===== config.mk =====
export PLATFORM = sky130hd
export DESIGN_NAME = uart_tx_arbiter
export DESIGN_NICKNAME = d
export VERILOG_FILES = /design/src/rtl/uart_pkg.sv /design/src/rtl/rr_pick.sv /design/src/rtl/uart_tx_arbiter.sv
export SDC_FILE = /design/constraint.sdc
export NUM_CORES = 1
export LEC_CHECK = 0
export ABC_AREA = 1
export CAP_MARGIN = 20
export CORE_MARGIN = 3
export CORE_UTILIZATION = 40
export DETAILED_ROUTE_END_ITERATION = 10
export PLACE_DENSITY_LB_ADDON = 0.15
export SLEW_MARGIN = 10
export SYNTH_ARGS = -nofsm -noshare
export SYNTH_HDL_FRONTEND = slang
export SYNTH_SLANG_ARGS = --single-unit

===== constraint.sdc =====
create_clock -name i_Clock -period 3.1 [get_ports i_Clock]
set_input_delay 0.62 -clock i_Clock [delete_from_list [all_inputs] [get_ports i_Clock]]
set_output_delay 0.62 -clock i_Clock [all_outputs]
set_load 0.005 [all_outputs]

===== src/rtl/uart_pkg.sv =====
// Shared constants for the UART transmit arbiter slice.
package uart_pkg;

    localparam int unsigned UART_BYTE_W = 8;
    localparam int unsigned GRANT_W     = 3;
    localparam int unsigned MAX_REQ     = 8;
    localparam int unsigned STATE_W     = 3;

    localparam logic [STATE_W-1:0] ST_IDLE        = 3'd0;
    localparam logic [STATE_W-1:0] ST_LAUNCH      = 3'd1;
    localparam logic [STATE_W-1:0] ST_WAIT_ACTIVE = 3'd2;
    localparam logic [STATE_W-1:0] ST_WAIT_DONE   = 3'd3;
    localparam logic [STATE_W-1:0] ST_RELEASE     = 3'd4;

endpackage


===== src/rtl/rr_pick.sv =====
// Combinational round-robin picker: first set request at or after ptr, wrapping.
module rr_pick
    import uart_pkg::*;
#(
    parameter int unsigned NUM_REQ = 4
) (
    input  logic [NUM_REQ-1:0] req,
    input  logic [GRANT_W-1:0] ptr,
    output logic [GRANT_W-1:0] winner,
    output logic               any
);

    logic [MAX_REQ-1:0] req_pad;
    logic [GRANT_W:0]   idx_sum;
    logic [GRANT_W-1:0] idx;
    logic               found;

    assign req_pad = MAX_REQ'(req);
    assign any     = |req;

    // Scan ptr, ptr+1, ... modulo NUM_REQ and keep the first hit.
    always_comb begin
        winner  = '0;
        found   = 1'b0;
        idx_sum = '0;
        idx     = '0;
        for (int unsigned i = 0; i < NUM_REQ; i++) begin
            idx_sum = {1'b0, ptr} + (GRANT_W+1)'(i);
            if (idx_sum >= (GRANT_W+1)'(NUM_REQ)) begin
                idx_sum = idx_sum - (GRANT_W+1)'(NUM_REQ);
            end
            idx = idx_sum[GRANT_W-1:0];
            if (!found && req_pad[idx]) begin
                winner = idx;
                found  = 1'b1;
            end
        end
    end

endmodule


===== src/rtl/uart_tx_arbiter.sv =====
// Round-robin arbiter sharing one UART_TX serializer between NUM_REQ byte producers.
module uart_tx_arbiter
    import uart_pkg::*;
#(
    parameter int unsigned NUM_REQ      = 4,
    parameter int unsigned TIMEOUT_CLKS = 16
) (
    input  logic                           i_Clock,
    input  logic                           i_Rst_n,
    input  logic [NUM_REQ-1:0]             i_Req,
    input  logic [UART_BYTE_W*NUM_REQ-1:0] i_Req_Byte,
    output logic [NUM_REQ-1:0]             o_Ack,
    output logic [NUM_REQ-1:0]             o_Done,
    output logic [GRANT_W-1:0]             o_Grant_Id,
    output logic                           o_Busy,
    output logic                           o_Err,
    output logic                           o_TX_DV,
    output logic [UART_BYTE_W-1:0]         o_TX_Byte,
    input  logic                           i_TX_Active,
    input  logic                           i_TX_Done
);

    localparam int unsigned CNT_W = $clog2(TIMEOUT_CLKS + 1);

    logic [STATE_W-1:0]     state_q, state_d;
    logic [GRANT_W-1:0]     ptr_q, ptr_d;
    logic [CNT_W-1:0]       cnt_q, cnt_d;

    logic [NUM_REQ-1:0]     ack_d, done_d;
    logic [GRANT_W-1:0]     grant_d;
    logic                   busy_d, err_d, dv_d;
    logic [UART_BYTE_W-1:0] byte_d;

    logic [GRANT_W-1:0]     winner_c;
    logic                   any_c;
    logic [GRANT_W-1:0]     next_ptr_c;
    logic [UART_BYTE_W-1:0] req_bytes [MAX_REQ];

    rr_pick #(
        .NUM_REQ (NUM_REQ)
    ) u_rr_pick (
        .req    (i_Req),
        .ptr    (ptr_q),
        .winner (winner_c),
        .any    (any_c)
    );

    // Unpack the byte bus into a fixed-depth table so the winner index selects directly.
    for (genvar g = 0; g < MAX_REQ; g++) begin : g_bytes
        if (g < NUM_REQ) begin : g_used
            assign req_bytes[g] = i_Req_Byte[g*UART_BYTE_W +: UART_BYTE_W];
        end else begin : g_pad
            assign req_bytes[g] = '0;
        end
    end

    assign next_ptr_c = (o_Grant_Id == GRANT_W'(NUM_REQ - 1)) ? '0
                                                              : o_Grant_Id + GRANT_W'(1);

    // Next-state and next-output logic; everything registered below.
    always_comb begin
        state_d = state_q;
        ptr_d   = ptr_q;
        cnt_d   = cnt_q;
        ack_d   = '0;
        done_d  = '0;
        err_d   = 1'b0;
        dv_d    = 1'b0;
        busy_d  = o_Busy;
        grant_d = o_Grant_Id;
        byte_d  = o_TX_Byte;
        case (state_q)
            ST_IDLE: begin
                if (any_c) begin
                    byte_d  = req_bytes[winner_c];
                    grant_d = winner_c;
                    ack_d   = NUM_REQ'(1) << winner_c;
                    busy_d  = 1'b1;
                    state_d = ST_LAUNCH;
                end
            end
            ST_LAUNCH: begin
                dv_d    = 1'b1;
                cnt_d   = '0;
                state_d = ST_WAIT_ACTIVE;
            end
            ST_WAIT_ACTIVE: begin
                if (i_TX_Active) begin
                    state_d = ST_WAIT_DONE;
                end else if (cnt_q == CNT_W'(TIMEOUT_CLKS - 1)) begin
                    // Serializer never started: drop this byte and move on.
                    err_d   = 1'b1;
                    ptr_d   = next_ptr_c;
                    busy_d  = 1'b0;
                    state_d = ST_IDLE;
                end else begin
                    cnt_d = cnt_q + CNT_W'(1);
                end
            end
            ST_WAIT_DONE: begin
                if (i_TX_Done) begin
                    done_d  = NUM_REQ'(1) << o_Grant_Id;
                    ptr_d   = next_ptr_c;
                    state_d = ST_RELEASE;
                end
            end
            ST_RELEASE: begin
                // Absorb the second cycle of i_TX_Done before re-arbitrating.
                if (!i_TX_Done && !i_TX_Active) begin
                    busy_d  = 1'b0;
                    state_d = ST_IDLE;
                end
            end
            default: begin
                busy_d  = 1'b0;
                state_d = ST_IDLE;
            end
        endcase
    end

    // State, pointer, counter and output registers with synchronous reset.
    always_ff @(posedge i_Clock) begin
        if (!i_Rst_n) begin
            state_q    <= ST_IDLE;
            ptr_q      <= '0;
            cnt_q      <= '0;
            o_Ack      <= '0;
            o_Done     <= '0;
            o_Grant_Id <= '0;
            o_Busy     <= 1'b0;
            o_Err      <= 1'b0;
            o_TX_DV    <= 1'b0;
            o_TX_Byte  <= '0;
        end else begin
            state_q    <= state_d;
            ptr_q      <= ptr_d;
            cnt_q      <= cnt_d;
            o_Ack      <= ack_d;
            o_Done     <= done_d;
            o_Grant_Id <= grant_d;
            o_Busy     <= busy_d;
            o_Err      <= err_d;
            o_TX_DV    <= dv_d;
            o_TX_Byte  <= byte_d;
        end
    end

endmodule

# Word-level counts from Yosys, hierarchy flattened

Index checks and enable logic that the tools add are counted.

Output and inout port bits: 22
Memories kept: 0
Flip-flop bits (word level): 33
Memory bits (writable): 0
Bits in latches: 0
ROM bits: 0

Shift-type cells: 2
Multipliers: 0
Mux-type cells: 43
Reduce and logical (&&, ||, !) cells: 22
Bitwise gates (word level): 4
Eq/ne operators: 13
Divide/modulo/power cells: 0
$add $sub $neg: 9
$lt $le $gt $ge: 9

Operators by type and width:

| operator              | number |
|---|---|
| $mux W3               | 17 |
| $bmux W8 S3           | 1 |
| $lt A3 B4 Y1 const B  | 4 |
| $mux W8               | 2 |
| $pmux W3 S5           | 1 |
| $mux W1               | 13 |
| $bmux W1 S3           | 4 |
| $ge A4 B3 Y1 const B  | 3 |
| $ne A2 B2 Y1 const B  | 6 |
| $sub A3 B3 Y3 const B | 4 |
| $mux W5               | 2 |
| $pmux W5 S2           | 1 |
| $eq A3 B2 Y1 const B  | 3 |
| $reduce_and A3 Y1     | 3 |
| $add A3 B2 Y4 const B | 2 |
| $reduce_and A4 Y1     | 2 |
| $shl A1 B3 Y4 const A | 2 |
| $pmux W3 S2           | 1 |
| $add A5 B1 Y5 const B | 1 |
| $eq A5 B4 Y1 const B  | 1 |
| $logic_not A1 Y1      | 5 |
| $reduce_and A5 Y1     | 1 |
| $add A3 B1 Y4 const B | 1 |
| $ge A4 B4 Y1 const B  | 1 |
| 15 further kinds      | 21 |

# Longest topological paths before layout

Gate-level depths: netlist of run 1.

Word-level depth: 18
Depth in mapped cells: 17
Gate-level depth less buffers: 16

# By module

Synthesis of run 1 repeated with hierarchy kept, for this count alone.

Cells, all modules: 296
Area, all modules: 1960.6 µm²

Modules (own cells, without submodules):

| module          | instances | area each (µm²) | cells an instance |
|---|---|---|---|
| uart_tx_arbiter | 1         | 1620.3          | 239 |
| rr_pick         | 1         | 340.3           | 57 |

# Least setup slack after synthesis of run 1

No wires, ideal clock.

Path type: register -> register
Start point: register ptr_q[0]
End point: register o_TX_Byte[3]
Stages on the path, launching flop included: 14
Data arrival time: 1963 ps
Buffers on the path: 1
Path slack: 1020 ps
Required time: 2983 ps
Cells stage by stage: dfxtp_1 inv_4 ha_1 nand3_1 nand2_1 nor2_1 nand4_1 nand3_1 nand2_2 buf_6 nand3_1 nand2_1 nor2_1 nor2_1

Cells in the longest elaborated chain, start to end: 18

RTL lines:

| element                                                                | line                   | source |
|---|---|---|
| start: declaration                                                     | uart_tx_arbiter.sv:26  | `logic [GRANT_W-1:0] ptr_q, ptr_d;` |
| start signal: assignment                                               | uart_tx_arbiter.sv:136 | `ptr_q <= ptr_d;` |
| parallel branches: the longest is 13 deep, another holds $add A3 B1 Y4 | --                     |  |
| $mux W3 *                                                              | rr_pick.sv:33          | `if (!found && req_pad[idx]) begin` |
| $not A3 Y4 (not written as such) *                                     | uart_tx_arbiter.sv:75  | `byte_d = req_bytes[winner_c];` |
| $bmux W8 S3 *                                                          | uart_tx_arbiter.sv:75  |  |
| $mux W8 (not written as such) * (2 in a row)                           | uart_tx_arbiter.sv:75  |  |
| end signal: assignment                                                 | uart_tx_arbiter.sv:144 | `o_TX_Byte <= byte_d;` |
| end: declaration                                                       | uart_tx_arbiter.sv:18  | `output logic [UART_BYTE_W-1:0] o_TX_Byte,` |

Mark *: on every way between the ends. The select of a mux whose other input is x is not followed.
A chain may end at the register's enable or synchronous reset.

# Worst setup path in the final report of run 1

Start point: register ptr_q[0]
End point: register o_TX_Byte[0]

The elaborated chain is that of the path after synthesis.

==> results.ini, run 1 <==
[power]
pwr-share-seq_pct=24.8
ir_worst_vdd_uv=403
internal-power_uw=1350
total_power_uw=2610
p_per_area_nw_per_um2=982
net-switching-power_uw=1260
pwr-share-clk_pct=12.0
power.leakage_uw=0.00125
power_switching_share_pct=48.3
comb_power_share_pct=63.2

[detailed_routing]
drc=0
drt_pass1_iterations=4
postRouteAntennaNets=0
via_count=2031
wirelength_mm=4.62
drtIter0Drc=95
vias_per_cell=4.98
routedWlPerCell_um=11.3

[yosys]
yosysUniqueCellTypes=28
ys.warnings.count=0
yosysMostFrequentCell=nand2_1
synth-seq-cells=33
yosysTopAreaCell=dfxtp_1
synth_top_area_share_pct=34.1
synth_edf_count=0
postSynthCellCount=295
yosys_most_used_dff=dfxtp_1
syn_area_sq_um=1940
synthTopCellsByArea=dfxtp_1, nand2_1, nand3_1, inv_1, nor2_1
synth_common_cells=nand2_1, inv_1, nand3_1
synth_nets=340
async_reset_ff_share_pct=0
synth_area_per_cell_sq_um=6.57
ys_seq_area_share_pct=34.1

[clock_network]
clock-sinks=33
post_cts_resize_count=0
root_buffer=clkbuf_8
clk_latency_ns=0.28
cts_buffers=5
post_cts_buffers=0
ctsHoldBuffers=0
cts_buffer_depth=2
path_clk_slew_ns=0.06
h-tree-depth=2
cts_tree=built

[global_routing]
grt_overflow_total=0
grt_max_degree=21
grt_pass1_vias=1848
grt_usage_pct=17.8
antenna_found_initial=0
grt_pass1_wl_mm=7.90

[timing]
rsz0062_at_grt=no
worst_clock_skew_ns=0.00575
maxSlewViolCount=0
hold_viol=0
fmax_mhz=391
tightest_slew_ns=0.493
relSlewSlack_pct=66.8
setup_violations=0
layout_worst_path_cycle_share_pct=82.4
layout_min_cycle_time_ns=2.55
setup_tns_ns=0

[cells_and_area]
area_growth_pct=36.9
drive_above_1_share_pct=6.46
fin_nets=401
final_area_sq_um=2650
fillers=443
diodes=0
fin_util_pct=58.9

[floorplanning]
dieWidth_um=75.6
fp.coreArea_sq_um=4500
initial_core_util_pct=43.0
pin_count=62
rows=24
die-area_sq_um=5720
die_h_um=75.6

[worst_hold_path]
hold_path_class=reg2reg

[placed_design]
place_area_sq_um=2560
gp_congestion=0.844
dpl.hpwl_mm=3.58
port_buffers=61

[run_status]
status=finished clean

[worst_setup_path]
crit_required_ns=3.27
arrival_ns=2.72
cp_slowest_cell=dfxtp_1
start_kind=flip-flop
crit_type=reg2reg
crit_fanout=20
cp_cell_sequence=inv_4 -> ha_1 -> inv_1 -> nand3_1 -> nand3_2 -> nand2_4 -> nor2_8 -> nand3_4 -> nand2_2 -> nand2_1 -> nand3_1 -> nand2_1 -> nor2_1 -> nor2_1
worstSetupEndpointType=flip-flop
slowest_delay_ns=0.51

[run]
cap_violations=0

## path summary, 6_finish.rpt
check / from / end / slack [ns] / cells past startpoint
max reg2reg: ptr_q[0]$_SDFFE_PN0P_ / o_TX_Byte[0]$_SDFFE_PN0P_ / 0.55 / 14
max: ptr_q[0]$_SDFFE_PN0P_ / o_TX_Byte[0]$_SDFFE_PN0P_ / 0.55 / 14
min: o_Busy$_SDFFE_PN0P_ / o_Busy$_SDFFE_PN0P_ / 0.47 / 2
min reg2reg: o_Busy$_SDFFE_PN0P_ / o_Busy$_SDFFE_PN0P_ / 0.47 / 2
## layout make-up
class                           count  area [sq um]  share of cell area (%)
Tap cell                           52          65.1                    2.45
Inverter                           49           189                    7.12
Sequential cell                    33           661                    24.9
Multi-Input combinational cell    204          1030                    38.7
Timing Repair Buffer               63           626                    23.6
Clock buffer                        7          86.3                    3.25
## per-layer routing
layer | part of all wire, % | GRT usage, % | up-vias
li1 | - | - | 1072
met1 | 48 | 23.0 | 906
met2 | 47 | 29.6 | 49
met3 | 4.5 | 5.41 | 4
met4 | 0.54 | 3.11 | 0
met5 | 0 | 0 | -
## sequential cells by signal (all words and copies together) (netlist names), 3 cells and up
register	flops
o_Grant_Id	3
o_TX_Byte	8
o_Ack	4
o_Done	4
state_q	3
cnt_q	5
ptr_q	3
## worst max-delay path, delay by kind of cell (launching register included)
| family | cells | cell delay [ns] |
|---|---|---|
| adder cells (fa/ha/maj) | 1 | 0.37 |
| buffers and inverters | 2 | 0.22 |
| flip-flops | 1 | 0.51 |
| AND/OR/NAND/NOR | 11 | 1.35 |
## power groups by stage
stage	clock (uW)	combinational (uW)	sequential (uW)
floorplan	0	1320	639
global placement	0	1630	656
detailed placement	0	1640	656
CTS	321	1650	650
global route	338	1900	666
finish	311	1650	647
## layout by cell type, fill, tap and decap left out, types with 4 or more instances in the layout
cell,count
nand3_1,39
clkbuf_8,6
nor3_1,7
nand4_1,7
nor4_1,4
o21ai_0,15
dfxtp_1,33
clkdlybuf4s50_1,61
inv_1,44
ha_1,5
a21oi_1,17
nand2_2,4
nand2_1,56
nor2_1,38
## metrics by stage
| stage | hold slack [ns] | instances | setup WS, ns |
|---|---|---|---|
| 2_1_floorplan | 0.456 | 295 | 1.02 |
| 3_5_place_dp | 0.469 | 400 | 0.369 |
| 6_report | 0.469 | 408 | 0.545 |
| 3_3_place_gp | 0.477 | 400 | 0.360 |
| 5_1_grt | 0.513 | 408 | 0.269 |
| 4_1_cts | 0.478 | 407 | 0.495 |
## kinds of logic (layout without fill, tap and decap cells)
logic type,count (synthesis),after routing,synth area share [%]
flip-flops,33,33,34.1
AND/OR/NAND/NOR,162,162,39.4
AO/OA/AOI/OAI,37,37,10.4
adder cells (fa/ha/maj),5,5,3.23
buffers and inverters,58,119,12.9
Note: power is estimated with default switching activity, not from simulation.
==> inputs of run 2 (changes only) <==
Clock period 3.1 ns to 2.68 ns, I/O delays scaled along.
==> run 2 against run 1 <==
  * First-iteration DRC count shrank 55%
  * Sequential power increased by 12%
  * Via count down 0.20%
  * Power grew 17%
  * Highest routed layer unchanged
  * Maximum frequency is 15% higher
  * Die area stayed put
  * Combinational power increased by 20%
  * Sequential share of layout area is 0.24 points lower
  * Clock power up 14%
==> results.ini, run 2 (same netlist as run 1, synthesis figures left out) <==
[run_status]
status=finished clean

[clock_network]
post_cts_buffers=0
clk_latency_ns=0.28
clock-sinks=33
h-tree-depth=2
path_clk_slew_ns=0.07
root_buffer=clkbuf_8
cts_buffers=5
cts_buffer_depth=2
cts_tree=built
post_cts_resize_count=0
ctsHoldBuffers=0

[worst_setup_path]
reg2reg_depth=12
start_kind=flip-flop
timing.reg2reg.setup_slack_ns=0.46
r2r_end=o_TX_Byte[6]$_SDFFE_PN0P_
crit_fanout=17
critPathTopFamily=simple AND/OR/NAND/NOR gates
slowest_delay_ns=0.35
cp_slowest_cell=ha_1
crit_required_ns=2.86
arrival_ns=2.40
timing.rr.start=ptr_q[1]$_SDFFE_PN0P_
worstSetupEndpointType=flip-flop
cp_cell_sequence=inv_1 -> ha_1 -> nand3_1 -> nand2_1 -> nor2_1 -> nand4_1 -> nand3_1 -> nand2_2 -> nand3_1 -> nand2_1 -> nor2_1 -> nor2_1
path_buf_inv=1
crit_type=reg2reg

[detailed_routing]
drc=0
drtIter0Drc=43
via_count=2027
drt_pass1_iterations=4
wirelength_mm=4.64
routedWlPerCell_um=11.2
postRouteAntennaNets=0
vias_per_cell=4.91

[worst_hold_path]
hp-start=o_Busy$_SDFFE_PN0P_
min_path_cells=2
min_to=o_Busy$_SDFFE_PN0P_
hold_path_class=reg2reg

[floorplanning]
fp.coreArea_sq_um=4500
die_h_um=75.6
pin_count=62
die-area_sq_um=5720
rows=24
initial_core_util_pct=43.0
dieWidth_um=75.6

[power]
total_power_uw=3060
p_per_area_nw_per_um2=1140
ir_worst_vdd_uv=518
power.leakage_uw=0.00127

[timing]
rsz0062_at_grt=no
fin_hold_ws_ns=0.471
worst_clock_skew_ns=0.00559
maxSlewViolCount=0
setup_tns_ns=0
setup_violations=0
layout_worst_path_cycle_share_pct=82.8
tightest_slew_ns=0.561
hold_viol=0
fmax_mhz=451
layout_min_cycle_time_ns=2.22
layout_setup_ws_ns=0.462
relSlewSlack_pct=62.3

[placed_design]
gp_congestion=0.832
port_buffers=61
dpl.hpwl_mm=3.54
pre_cts_ws_ns=0.173

[global_routing]
grt_pass1_wl_mm=7.73
grt_pass1_vias=1756
grt_overflow_total=0
grt_usage_pct=17.7
grt_max_degree=21
antenna_found_initial=0

[cells_and_area]
fin_nets=405
diodes=0
area_growth_pct=38.3
final_common_cell=clkdlybuf4s50_1
drive_above_1_share_pct=7.76
largest_register_ffs=8
max_flop_register=o_TX_Byte
largestRegisters=o_TX_Byte (8), cnt_q (5)
final_cell_mix=clkdlybuf4s50_1, nand2_1, inv_1

[run]
cap_violations=0

## run 2: layout make-up
class	instances	area [sq um]
clock buffers	6	72.6
fillers	442	1820
repair buffers	67	656
multi-input cells	204	1030
clock inverters	2	10.0
flip-flops and latches	33	661
well taps	52	65.1
inverters	49	189
## run 2: power by group
part / switching, uW / internal (uW) / total (uW)
sequential: 87.7 / 638 / 726
clock: 176 / 180 / 356
combinational: 1220 / 757 / 1980
total: 1480 / 1570 / 3060
## run 2: how the worst max path moves through the flow
stage / start / end / slack, ns / cells past startpoint
floorplan: ptr_q[0]$_SDFFE_PN0P_ / o_TX_Byte[3]$_SDFFE_PN0P_ / 0.60 / 13
global placement: i_Req[0] / o_TX_Byte[1]$_SDFFE_PN0P_ / 0.14 / 12
detailed placement: i_Req[0] / o_TX_Byte[1]$_SDFFE_PN0P_ / 0.17 / 12
CTS: ptr_q[1]$_SDFFE_PN0P_ / o_TX_Byte[1]$_SDFFE_PN0P_ / 0.44 / 15
global route: ptr_q[1]$_SDFFE_PN0P_ / o_TX_Byte[0]$_SDFFE_PN0P_ / 0.18 / 15
finish: ptr_q[1]$_SDFFE_PN0P_ / o_TX_Byte[6]$_SDFFE_PN0P_ / 0.46 / 12
## run 2: stage by stage
step | area, sq um | util, % | std cells
final | 2680 | 59.5 | 413
after global routing | 2680 | 59.5 | 413
after CTS | 2680 | 59.5 | 413
after detailed placement | 2600 | 57.7 | 405
after global placement | 2600 | 57.7 | 405
after floorplan | 1940 | - | 295
## run 2: per-layer routing
metal / vias up / track usage (%) / share of wire [%]
li1: 1079 / - / -
met1: 885 / 22.8 / 47
met2: 55 / 28.5 / 46
met3: 8 / 5.01 / 5.4
met4: 0 / 5.83 / 1.2
met5: - / 0 / 0
## run 2: tightest hold or removal path, delay by kind of cell, from the launching register on
family / cells / cell delay (ns)
AO/OA/AOI/OAI: 1 / 0.05
flip-flops: 1 / 0.32
AND/OR/NAND/NOR: 1 / 0.06
==> inputs of run 3 (changes only) <==
Clock period 2.68 ns to 2.1 ns, I/O delays scaled along.
==> run 3 against run 2 <==
  * Design area up 9.1%
  * Sequential cell count unchanged
  * First-iteration DRC count up 130%
  * Sequential share of layout area down 2.0 points
  * Power up 54%
  * Combinational power up 64%
  * Maximum frequency up 12%
  * Wire length up 9.5%
  * Via count up 7.6%
  * Clock power up 44%
  * Sequential power up 29%
  * Critical path depth up 3
  * Critical path type unchanged
  * Critical endpoint is now o_TX_Byte[1]$_SDFFE_PN0P_
==> results.ini, run 3 (same netlist as run 1, synthesis figures left out) <==
[clock_network]
clk_latency_ns=0.27
cts_buffers=5
cts_buffer_depth=2
path_clk_slew_ns=0.06
cts_tree=built
clock-sinks=33
h-tree-depth=2
root_buffer=clkbuf_8

[power]
net-switching-power_uw=2170
power.leakage_uw=0.00140
internal-power_uw=2530
p_per_area_nw_per_um2=1610
pwr-share-clk_pct=10.9
pwr-share-seq_pct=20.0
comb_power_share_pct=69.1
ir_worst_vdd_uv=768
power_switching_share_pct=46.1

[timing]
tightest_slew_ns=0.440
worst_clock_skew_ns=0.00280
relSlewSlack_pct=70.4
setup_violations=0
fmax_mhz=505
setup_tns_ns=0
layout_worst_path_cycle_share_pct=94.3
maxSlewViolCount=0
fin_hold_ws_ns=0.463
layout_min_cycle_time_ns=1.98
hold_viol=0

[placed_design]
gp_congestion=0.881
port_buffers=61
dpl.hpwl_mm=3.69
place_area_sq_um=2670
dp.cells=413

[worst_hold_path]
hp-start=o_Busy$_SDFFE_PN0P_
hold_path_class=reg2reg
min_path_cells=2
min_to=o_Busy$_SDFFE_PN0P_

[floorplanning]
die-area_sq_um=5720
fp.coreArea_sq_um=4500
dieWidth_um=75.6
initial_core_util_pct=43.0
rows=24
pin_count=62
die_h_um=75.6

[global_routing]
grt_pass1_vias=1855
grt_pass1_wl_mm=8.10
grt_overflow_total=0
grt_usage_pct=18.2
antenna_found_initial=0
grt_max_degree=20

[worst_setup_path]
timing.rr.start=ptr_q[0]$_SDFFE_PN0P_
worstSetupEndpointType=flip-flop
crit_required_ns=2.27
crit_fanout=8
start_kind=flip-flop
timing.reg2reg.setup_slack_ns=0.12
crit_type=reg2reg
arrival_ns=2.15
reg2reg_depth=15
r2r_end=o_TX_Byte[1]$_SDFFE_PN0P_

[detailed_routing]
drt_pass1_iterations=4
via_count=2182
drtIter0Drc=101
vias_per_cell=5.13
routedWlPerCell_um=11.9
wirelength_mm=5.08
postRouteAntennaNets=0
drc=0

[cells_and_area]
drive_above_1_share_pct=15.5
final_common_cell=clkdlybuf4s50_1
fin_util_pct=64.9
area_growth_pct=50.8
largest_register_ffs=8
fillers=412
largestRegisters=o_TX_Byte (8), cnt_q (5)
max_flop_register=o_TX_Byte
final_area_sq_um=2920
instances_no_fill=425
fin_nets=417
diodes=0
final_cell_mix=clkdlybuf4s50_1, nand2_1, inv_1

[run]
cap_violations=0

[run_status]
status=finished clean

## run 3: timing repair
action / CTS / global route
hold buffers: 0 / 0
endpoints found under the setup margin: 10 / 13
setup buffers: 1 / 1
resized for setup: 4 / 25
cloned: 1 / 1
pin swaps: 2 / 11
## run 3: layout make-up
type,instances,area (sq um),area share [%]
clock buffer,7,96.3,3.30
clock inverter,1,5.00,0.171
inverter,49,189,6.46
multi-input combinational,205,1120,38.4
sequential,33,663,22.7
tap,52,65.1,2.23
timing repair buffer,78,783,26.8
## run 3: per-layer routing
| metal | track usage [%] | up-vias | wire (um) |
|---|---|---|---|
| li1 | - | 1107 | - |
| met1 | 23.6 | 992 | 2280 |
| met2 | 30.1 | 77 | 2430 |
| met3 | 5.28 | 6 | 316 |
| met4 | 4.08 | 0 | 48 |
| met5 | 0 | - | 0 |
## run 3: how the worst max path moves through the flow
stage | from | endpoint
final | ptr_q[0]$_SDFFE_PN0P_ | o_TX_Byte[1]$_SDFFE_PN0P_
after global placement | i_Req[0] | o_TX_Byte[0]$_SDFFE_PN0P_
after floorplan | ptr_q[0]$_SDFFE_PN0P_ | o_TX_Byte[3]$_SDFFE_PN0P_
after detailed placement | i_Req[0] | o_TX_Byte[2]$_SDFFE_PN0P_
after global routing | ptr_q[0]$_SDFFE_PN0P_ | o_TX_Byte[4]$_SDFFE_PN0P_
after CTS | ptr_q[1]$_SDFFE_PN0P_ | o_TX_Byte[1]$_SDFFE_PN0P_
## run 3: power groups by stage
| stage | registers (uW) | clock network [uW] | logic [uW] |
|---|---|---|---|
| floorplan | 944 | 0 | 1950 |
| global placement | 942 | 0 | 2730 |
| detailed placement | 943 | 0 | 2770 |
| CTS | 931 | 526 | 2950 |
| global route | 958 | 558 | 3640 |
| finish | 939 | 512 | 3250 |
## run 3: per-stage QoR
stage	total power, uW	worst slack [ns]
detailed placement	3710	-0.293
CTS	4410	0.0696
global placement	3680	-0.231
global route	5150	-0.0491
finish	4700	0.119
floorplan	2900	0.0202
## run 3: worst max-delay path, stage by stage, from the launching register on
cell and delay [ns]:
dfxtp_2 0.34, buf_6 0.13, ha_1 0.19, nand4_1 0.16, nand2_2 0.09, nor2_4 0.14
nand2_2 0.07, nand2_2 0.07, nand2_2 0.06, nand2_4 0.13, buf_12 0.13, nand3_1 0.06
nand3_1 0.08, nand2_1 0.05, nor2_1 0.12, nor2_1 0.05
